--- config.mk ---
export PLATFORM = sky130hd
export DESIGN_NAME = pb_repeat_ctrl
export DESIGN_NICKNAME = d
export VERILOG_FILES = /design/src/rtl/pb_repeat_ctrl.sv
export SDC_FILE = /design/constraint.sdc
export NUM_CORES = 1
export LEC_CHECK = 0
export CORE_MARGIN = 2
export CORE_UTILIZATION = 59
export DETAILED_ROUTE_END_ITERATION = 12
export PLACE_DENSITY = 0.76
export SLEW_MARGIN = 25
export SYNTH_ARGS = -nofsm -noshare
export SYNTH_HDL_FRONTEND = slang
export SYNTH_SLANG_ARGS = --single-unit
--- constraint.sdc ---
create_clock -name clk -period 6.5 [get_ports clk]
set_clock_uncertainty 0.15 [all_clocks]
set_input_delay 0.65 -clock clk [delete_from_list [all_inputs] [get_ports clk]]
set_output_delay 0.65 -clock clk [all_outputs]
set_load 0.005 [all_outputs]
--- src/rtl/pb_repeat_ctrl.sv ---
// Push-button conditioner for the RTC time-set path: synchronise, debounce on a
// millisecond tick, then emit one increment pulse on press plus auto-repeat while held.
module pb_repeat_ctrl #(
    parameter int unsigned TICK_DIV = 49999,
    parameter int unsigned DEB_MS   = 10,
    parameter int unsigned HOLD_MS  = 500,
    parameter int unsigned RPT_MS   = 100
) (
    input  logic       clk,
    input  logic       rst,
    input  logic [2:0] push_but,
    input  logic       man_sw,
    output logic [2:0] pben,
    output logic [2:0] pressed
);

    typedef enum logic [1:0] {
        ST_IDLE,
        ST_HOLD,
        ST_REPEAT,
        ST_LOCK
    } state_t;

    localparam logic [15:0] TICK_END = 16'(TICK_DIV);
    localparam logic [15:0] DEB_END  = 16'(DEB_MS - 1);
    localparam logic [15:0] HOLD_END = 16'(HOLD_MS - 1);
    localparam logic [15:0] RPT_END  = 16'(RPT_MS - 1);

    logic [15:0] r_tick_cnt;
    logic        w_tick;
    logic [2:0]  r_sync1;
    logic [2:0]  r_sync2;
    logic [2:0]  r_pressed;
    logic [15:0] r_deb_cnt [3];
    logic [2:0]  w_rel;
    state_t      r_state [3];
    state_t      w_state_nxt [3];
    logic [15:0] r_rpt_cnt [3];
    logic [15:0] w_rpt_nxt [3];
    logic [2:0]  r_pben;
    logic [2:0]  w_pben_nxt;

    assign w_tick = (r_tick_cnt == TICK_END);

    always_ff @(posedge clk or posedge rst) begin
        if (rst) begin
            r_tick_cnt <= '0;
        end else if (w_tick) begin
            r_tick_cnt <= '0;
        end else begin
            r_tick_cnt <= r_tick_cnt + 16'd1;
        end
    end

    // Inverted so that 1 means pressed from here on.
    always_ff @(posedge clk or posedge rst) begin
        if (rst) begin
            r_sync1 <= '0;
            r_sync2 <= '0;
        end else begin
            r_sync1 <= ~push_but;
            r_sync2 <= r_sync1;
        end
    end

    always_ff @(posedge clk or posedge rst) begin
        if (rst) begin
            r_pressed <= '0;
            for (int i = 0; i < 3; i++) begin
                r_deb_cnt[i] <= '0;
            end
        end else if (w_tick) begin
            for (int i = 0; i < 3; i++) begin
                if (r_sync2[i] != r_pressed[i]) begin
                    if (r_deb_cnt[i] == DEB_END) begin
                        r_pressed[i] <= r_sync2[i];
                        r_deb_cnt[i] <= '0;
                    end else begin
                        r_deb_cnt[i] <= r_deb_cnt[i] + 16'd1;
                    end
                end else begin
                    r_deb_cnt[i] <= '0;
                end
            end
        end
    end

    // Release accepted on this tick: lets the FSM drop a coinciding repeat pulse.
    always_comb begin
        for (int i = 0; i < 3; i++) begin
            w_rel[i] = w_tick && r_pressed[i] && !r_sync2[i] && (r_deb_cnt[i] == DEB_END);
        end
    end

    always_comb begin
        for (int i = 0; i < 3; i++) begin
            w_state_nxt[i] = r_state[i];
            w_rpt_nxt[i]   = r_rpt_cnt[i];
            w_pben_nxt[i]  = 1'b0;
            if (!r_pressed[i]) begin
                w_state_nxt[i] = ST_IDLE;
                w_rpt_nxt[i]   = '0;
            end else begin
                case (r_state[i])
                    ST_IDLE: begin
                        w_rpt_nxt[i] = '0;
                        if (man_sw) begin
                            w_pben_nxt[i]  = 1'b1;
                            w_state_nxt[i] = ST_HOLD;
                        end else begin
                            w_state_nxt[i] = ST_LOCK;
                        end
                    end
                    ST_HOLD: begin
                        if (!man_sw) begin
                            w_state_nxt[i] = ST_LOCK;
                            w_rpt_nxt[i]   = '0;
                        end else if (w_tick) begin
                            if (r_rpt_cnt[i] == HOLD_END) begin
                                w_pben_nxt[i]  = !w_rel[i];
                                w_rpt_nxt[i]   = '0;
                                w_state_nxt[i] = ST_REPEAT;
                            end else begin
                                w_rpt_nxt[i] = r_rpt_cnt[i] + 16'd1;
                            end
                        end
                    end
                    ST_REPEAT: begin
                        if (!man_sw) begin
                            w_state_nxt[i] = ST_LOCK;
                            w_rpt_nxt[i]   = '0;
                        end else if (w_tick) begin
                            if (r_rpt_cnt[i] == RPT_END) begin
                                w_pben_nxt[i] = !w_rel[i];
                                w_rpt_nxt[i]  = '0;
                            end else begin
                                w_rpt_nxt[i] = r_rpt_cnt[i] + 16'd1;
                            end
                        end
                    end
                    default: begin
                        w_state_nxt[i] = ST_LOCK;
                        w_rpt_nxt[i]   = '0;
                    end
                endcase
            end
        end
    end

    always_ff @(posedge clk or posedge rst) begin
        if (rst) begin
            r_pben <= '0;
            for (int i = 0; i < 3; i++) begin
                r_state[i]   <= ST_IDLE;
                r_rpt_cnt[i] <= '0;
            end
        end else begin
            r_pben <= w_pben_nxt;
            for (int i = 0; i < 3; i++) begin
                r_state[i]   <= w_state_nxt[i];
                r_rpt_cnt[i] <= w_rpt_nxt[i];
            end
        end
    end

    assign pben    = r_pben;
    assign pressed = r_pressed;

endmodule

==> summary.md, run 1 <==
| Metric | Value |
|---|---|
| CP endpoint kind | flop |
| Number of max-cap violations | 0 |
| Clock share of power | 0.529 |
| Net Sw Frac | 0.2019 |
| Comb power frac | 0.018 |
| Sum Neg Setup Slack | 0 ns |
| Clock Tree Buf Depth | 2 |
| Reg power frac | 0.453 |
| Routed Wire Length | 16.35 mm |
| EDFF count, synth | 0 |
| Diode count | 0 |
| Antenna violations before repair | 0 |
| Global-route wire length before repair | 28.36 mm |
| Sw power | 362.6 uW |
| Peak VDD IR | 0.0001606 V |
| Critical path arrival | 3.23 ns |
| Pleak | 0.003437 uW |
| Number of post-CTS setup repair buffers | 0 |
| Post-route ant nets | 0 |
| # rows | 40 |
| Clk sinks | 130 |
| Startpoint Class | flop |
| Vias in the first global route | 6057 |
| Count of final max-slew check failures | 0 |
| Die ar. | 0.01342 mm^2 |
| # H-tree levels | 4 |
| DP HPWL | 10.75 mm |
| Later-pin clock latency in the skew report | 0.43 ns |
| Final setup vio count | 0 |
| Per-cell routed wire length | 16.42 um |
| Total congestion overflow | 0 |
| Share of flip-flops with an asynchronous set or reset | 1.000 |
| Worst-path clk slew | 0.05 ns |
| TritonRoute pass-1 iters | 6 |
| Root Buffer | clkbuf_16 |
| Area Growth Syn to Fin | 10.47% |
| Critical-path top delay cell | nand4_1 |
| Most frequent cells in the layout | 130 x dfrtp_1, 103 x nand2_1, 89 x o21ai_0 |
| # hold bufs at CTS | 0 |
| Sequential share of the synthesized area | 0.4407 |
| Avg Synthesized Cell Area | 9.069 um^2 |
| Int Pwr | 1434 uW |
| Worst slew pin tran | 0.8582 ns |
| Max FO, Critical Path | 32 |
| RePlAce Congestion | 0.9384 |
| Critical path class | flop to flop |
| Yosys reg bits | 130 |
| Top_reg_cell synth | dfrtp_1 |
| Die Ht | 115.9 um |
| Commonest non-fill, non-tap cell in the layout | dfrtp_1 |
| Post-Syn Instances | 814 |
| Post_cts resized | 0 |
| RSZ-0062 raised after global routing | no |
| Fin Hold WS | 0.1976 ns |
| Fin. Hold Viols | 0 |
| Synth Warn # | 0 |
| Starting density of the core | 0.6095 |
| Power per Cell Area | 220.3 mW/mm^2 |
| Worst path required time | 6.67 ns |
| IO buf count | 11 |
| I/O pin count | 12 |
| DR vias | 6357 |
| Post-synthesis cell type count | 64 |
| Core Util, Final | 0.6733 |
| CTS tree | done |
| Crit path time final | 3.065 ns |
| Fmax achieved | 326.3 MHz |
| Die W | 115.9 um |
| All-Layer GR Usage | 0.2639 |
| Fraction of layout cells with a size suffix above 1 | 0.06643 |
| Period Utilization, post-route | 0.4716 |
| Pin count of the biggest net entering global routing | 78 |
| First-iteration detailed-routing DRC count | 630 |
| Mapped Nets | 842 |
| CP Cell Sequence | nor4bb_1 > nand4_1 > buf_4 > or2_2 > o31ai_1 |
| Vias per cell | 6.383 |
| CTS buffer count | 17 |
| Nets | 843 |
| Remaining DRCs | 0 |
| Max incr delay on CP | 0.74 ns |
| Outcome | complete, no violations |
| Core Area | 0.01211 mm^2 |
| Worst hold path type | flop to flop |
| Syn Std Cell Area | 0.007382 mm^2 |
| Relative slew slack | 0.4261 |
==> final timing paths <==
path | from | endpoint | slack, ns | depth (start not counted)
worst max-delay path | r_tick_cnt[4]$_DFF_PP0_ | r_deb_cnt[44]$_DFFE_PP0N_ | 3.43 | 5
worst min-delay path | r_sync1[2]$_DFF_PP0_ | r_sync2[2]$_DFF_PP0_ | 0.20 | 0
worst max register to register | r_tick_cnt[4]$_DFF_PP0_ | r_deb_cnt[44]$_DFFE_PP0N_ | 3.43 | 5
worst min register to register | r_sync1[2]$_DFF_PP0_ | r_sync2[2]$_DFF_PP0_ | 0.20 | 0
max in group asynchronous | rst | r_deb_cnt[28]$_DFFE_PP0N_ | 4.47 | 3
min in group asynchronous | rst | r_deb_cnt[8]$_DFFE_PP0N_ | 0.58 | 2
==> power by group through the flow <==
stage | logic, uW | registers (uW) | clock network [uW]
after floorplan | 22.7 | 827 | 0
after global placement | 32.6 | 827 | 0
after detailed placement | 33.4 | 827 | 0
after CTS | 33.6 | 813 | 964
after global routing | 38.1 | 812 | 1000
final | 32.5 | 813 | 951
==> cell usage after synthesis (4+ instances only) <==
library cell	count	share of area
a22o_1	24	0.028
dfrtp_1	130	0.44
a22oi_1	4	0.0041
mux2_2	4	0.0061
nor4b_1	9	0.011
xor2_1	10	0.012
or3_1	10	0.0085
clkbuf_1	21	0.011
nor3_1	24	0.016
o311ai_1	11	0.013
nand2_1	103	0.052
xnor2_1	7	0.0083
o21ai_0	89	0.060
or2_2	5	0.0042
and4_1	15	0.018
a21o_1	12	0.012
a21oi_1	13	0.0088
o31ai_1	21	0.021
a31oi_1	14	0.012
nand4_1	26	0.022
nor2_1	47	0.024
o211ai_1	4	0.0041
nor4_1	9	0.0076
nand3_1	63	0.043
inv_1	22	0.011
buf_2	6	0.0041
and3_1	18	0.015
buf_6	4	0.0061
nor2b_1	11	0.0093
nor3b_1	4	0.0041
ha_1	22	0.037
==> critical path: cells and delay by family, from the launching register on <==
family / cells / cell delay [ns]
flops: 1 / 0.44
simple gates: 3 / 1.56
compound gates: 1 / 0.27
buf+inv: 1 / 0.53
==> routing by layer <==
metal | part of all wire | track usage
met4 | 0.015 | 0.08651
met5 | 0 | 0
met1 | 0.45 | 0.3546
met3 | 0.046 | 0.06172
met2 | 0.49 | 0.4261
==> through the flow <==
stage	instance area, um^2	total power, uW	cells	setup WS (ns)
global route	8155	1854	996	3.188
floorplan	7382	849.6	814	2.231
CTS	8153	1810	996	3.447
finish	8155	1796	996	3.435
global placement	7566	859.5	964	3.156
detailed placement	7566	860.4	964	3.056
==> sequential cells by signal, indices dropped and copies added, names as in the netlist <==
signal      flops
r_deb_cnt      48
r_state         6
pressed         3
r_sync2         3
r_tick_cnt     16
r_sync1         3
r_rpt_cnt      48
pben            3
==> area by class of cell <==
type                    instances  area (um^2)
clock inverters                 4        70.07
inverters                      22        87.58
multi-input cells             629         3877
fillers                       958         3956
repair buffers                 15        140.1
flip-flops and latches        130         3253
well taps                     168        210.2
clock buffers                  28        516.7
==> cells by family (layout without fill, tap and decap cells) <==
logic type	after synthesis	count (layout)	share of synthesized area
AND/OR/NAND/NOR	368	368	0.2642
AO/OA/AOI/OAI	216	216	0.1947
flip-flops	130	130	0.4407
buffers and inverters	55	69	0.03407
adder cells (fa/ha/maj)	22	22	0.03729
XOR/XNOR	17	17	0.02017
multiplexers	6	6	0.008813
No activity file was read; power rests on OpenSTA's default activity.
==> inputs of run 2 (changes only) <==
--- a/config.mk
+++ b/config.mk
@@ -6,9 +6,9 @@
 export NUM_CORES = 1
 export LEC_CHECK = 0
 export CORE_MARGIN = 2
-export CORE_UTILIZATION = 59
+export CORE_UTILIZATION = 57
 export DETAILED_ROUTE_END_ITERATION = 12
-export PLACE_DENSITY = 0.76
+export PLACE_DENSITY = 0.77
 export SLEW_MARGIN = 25
 export SYNTH_ARGS = -nofsm -noshare
 export SYNTH_HDL_FRONTEND = slang
==> constraint.sdc (replaced) <==
create_clock -name clk -period 2.57 [get_ports clk]
set_clock_uncertainty 0.15 [all_clocks]
set_input_delay 0.257 -clock clk [delete_from_list [all_inputs] [get_ports clk]]
set_output_delay 0.257 -clock clk [all_outputs]
set_load 0.005 [all_outputs]
==> run 2 against run 1 <==
  * Non-clock buffer count grew 22
  * First-iteration DRC count is 15% higher
  * Maximum frequency increased by 22%
  * Cell area grew 4.2%
  * Hold slack lost 0.17 ns
  * Final cell count is 2.6% higher
  * Sequential power rose to 2.5 times the previous value
  * Wire length is 3.8% higher
  * Setup slack got worse by 3.4 ns
  * Total power rose to 2.8 times the previous value
  * Register-to-register slack lost 3.4 ns
  * Combinational power increased to 2.9 times the previous value
  * Critical path type unchanged
  * Largest power group unchanged
==> summary.md, run 2 (synthesis gave the netlist of run 1 again) <==
| Metric | Value |
|---|---|
| Max FO, Critical Path | 33 (+3.1%) |
| Crit path time final | 2.507 ns (-0.5582 ns) |
| First-iteration detailed-routing DRC count | 723 (+15%) |
| Peak VDD IR | 0.0004698 V (+190%) |
| Remaining DRCs | 0 (unchanged) |
| RePlAce Congestion | 0.9275 (-1.2%) |
| Root Buffer | clkbuf_16 |
| Fin. Hold Viols | 0 (unchanged) |
| # rows | 41 (+2.5%) |
| Period Utilization, post-route | 0.9755 (+0.5039) |
| Diode count | 0 (unchanged) |
| # H-tree levels | 4 (unchanged) |
| Commonest non-fill, non-tap cell in the layout | dfrtp_1 |
| Outcome | complete, no violations |
| Startpoint Class | flop |
| Antenna violations before repair | 0 (unchanged) |
| Total congestion overflow | 0 (unchanged) |
| Later-pin clock latency in the skew report | 0.42 ns (about the same) |
| Relative slew slack | 0.4904 (+0.06424) |
| Vias in the first global route | 6307 (+4.1%) |
| CTS buffer count | 17 (unchanged) |
| CTS tree | done |
| Final Power | 4999 uW (+180%) |
| Number of max-cap violations | 0 (unchanged) |
| All-Layer GR Usage | 0.2526 (-0.01134) |
| Worst slew pin tran | 0.7538 ns (-0.1044 ns) |
| DP HPWL | 11.31 mm (+5.2%) |
| DR vias | 6573 (+3.4%) |
| Power per Cell Area | 588.1 mW/mm^2 (+170%) |
| Pleak | 0.003610 uW (+5.0%) |
| Number of post-CTS setup repair buffers | 0 (unchanged) |
| Core Area | 0.01262 mm^2 (+4.2%) |
| Setup WS post-layout | 0.06308 ns (-3.372 ns) |
| Per-cell routed wire length | 16.60 um (+1.1%) |
| Starting density of the core | 0.5850 (-0.02453) |
| Global-route wire length before repair | 29.07 mm (+2.5%) |
| Routed Wire Length | 16.97 mm (+3.8%) |
| Most frequent cells in the layout | 130 x dfrtp_1, 103 x nand2_1, 89 x o21ai_0 |
| Core Util, Final | 0.6735 (about the same) |
| CP endpoint kind | flop |
| Die W | 117.8 um (+1.7%) |
| IO buf count | 11 (unchanged) |
| Clock Tree Buf Depth | 2 (unchanged) |
| Worst path required time | 2.73 ns (-3.94 ns) |
| Dpl ws | -0.04618 ns (-3.102 ns) |
| Count of final max-slew check failures | 0 (unchanged) |
| Critical path arrival | 2.67 ns (-0.56 ns) |
| I/O pin count | 12 (unchanged) |
| Area Growth Syn to Fin | 15.14% |
| Post-route ant nets | 0 (unchanged) |
| Critical path class | flop to flop |
| Pin count of the biggest net entering global routing | 48 (-38%) |
| Fmax achieved | 398.9 MHz (+22%) |
| Fraction of layout cells with a size suffix above 1 | 0.09765 (+0.03122) |
| Largest regs | r_deb_cnt x48, r_rpt_cnt x48, r_tick_cnt x16 |
| TritonRoute pass-1 iters | 5 (-1) |
| Fin Hold WS | 0.02412 ns (-0.1735 ns) |
| Worst-path clk slew | 0.06 ns (about the same) |
| Nets | 865 (+2.6%) |
| Die ar. | 0.01388 mm^2 (+3.4%) |
| Vias per cell | 6.432 (+0.77%) |
| Die Ht | 117.8 um (+1.7%) |
| Clk sinks | 130 (unchanged) |
| Worst hold path type | input port to asynchronous set/reset pin |
| Final setup vio count | 0 (unchanged) |
[run 2: repair_timing]
action | in CTS | in global routing
endpoints found under the setup margin | 7 | 9
hold buffers | 0 | 0
resized for setup | 1 | 4
pin swaps | 0 | 0
hold endpoints to repair | 0 | 0
[run 2: report_power, final]
group          total (uW)  switching [uW]  internal (uW)
sequential           2060            2.96           2050
combinational        95.7            65.6           30.1
clock                2850             882           1960
[run 2: critical path, cell delays in order (launching register included)]
cell,delay (ns)
dfrtp_1,0.43
nor4bb_1,0.44
and4_2,0.37
buf_12,0.21
or3_1,0.31
nand2_2,0.17
o311ai_1,0.31
[run 2: per-stage QoR]
| step | TNS, ns | instances | instance area [um^2] |
|---|---|---|---|
| after detailed placement | -0.1010 | 990 | 7787 |
| final | 0 | 1022 | 8499 |
| after CTS | 0 | 1022 | 8486 |
| after global placement | 0 | 990 | 7787 |
| after floorplan | 0 | 814 | 7386 |
| after global routing | -0.1962 | 1022 | 8499 |
[run 2: final timing paths]
kind,from,end,slack [ns],depth (start not counted)
hold / removal,rst,r_sync1[0]$_DFF_PP0_,0.02,2
min in group clk,push_but[1],r_sync1[1]$_DFF_PP0_,0.15,2
setup / recovery,r_tick_cnt[4]$_DFF_PP0_,r_rpt_cnt[19]$_DFFE_PP0P_,0.06,6
setup reg to reg,r_tick_cnt[4]$_DFF_PP0_,r_rpt_cnt[19]$_DFFE_PP0P_,0.06,6
max in group asynchronous,rst,r_rpt_cnt[13]$_DFFE_PP0P_,1.69,3
hold reg to reg,r_sync1[1]$_DFF_PP0_,r_sync2[1]$_DFF_PP0_,0.21,0
[run 2: cell type report]
| cell class | count | area (um^2) |
|---|---|---|
| multi-input combinational | 629 | 3897 |
| sequential | 130 | 3253 |
| tap | 172 | 215.2 |
| timing repair buffer | 37 | 355.3 |
| clock buffer | 22 | 464.2 |
| fill | 977 | 4120 |
| inverter | 22 | 86.33 |
| clock inverter | 10 | 227.7 |
[run 2: metal layers]
metal	GRT usage	part of all wire
met5	0	0
met3	0.05814	0.051
met4	0.1160	0.018
met2	0.4117	0.49
met1	0.3207	0.44
==> inputs of run 3 (changes only) <==
--- a/config.mk
+++ b/config.mk
@@ -7,6 +7,7 @@
 export LEC_CHECK = 0
 export CORE_MARGIN = 2
 export CORE_UTILIZATION = 57
+export CTS_CLUSTER_DIAMETER = 60
 export DETAILED_ROUTE_END_ITERATION = 12
 export PLACE_DENSITY = 0.77
 export SLEW_MARGIN = 25
==> results of run 3 <==
The final DEF is identical to that of run 2; final timing and power are the same.
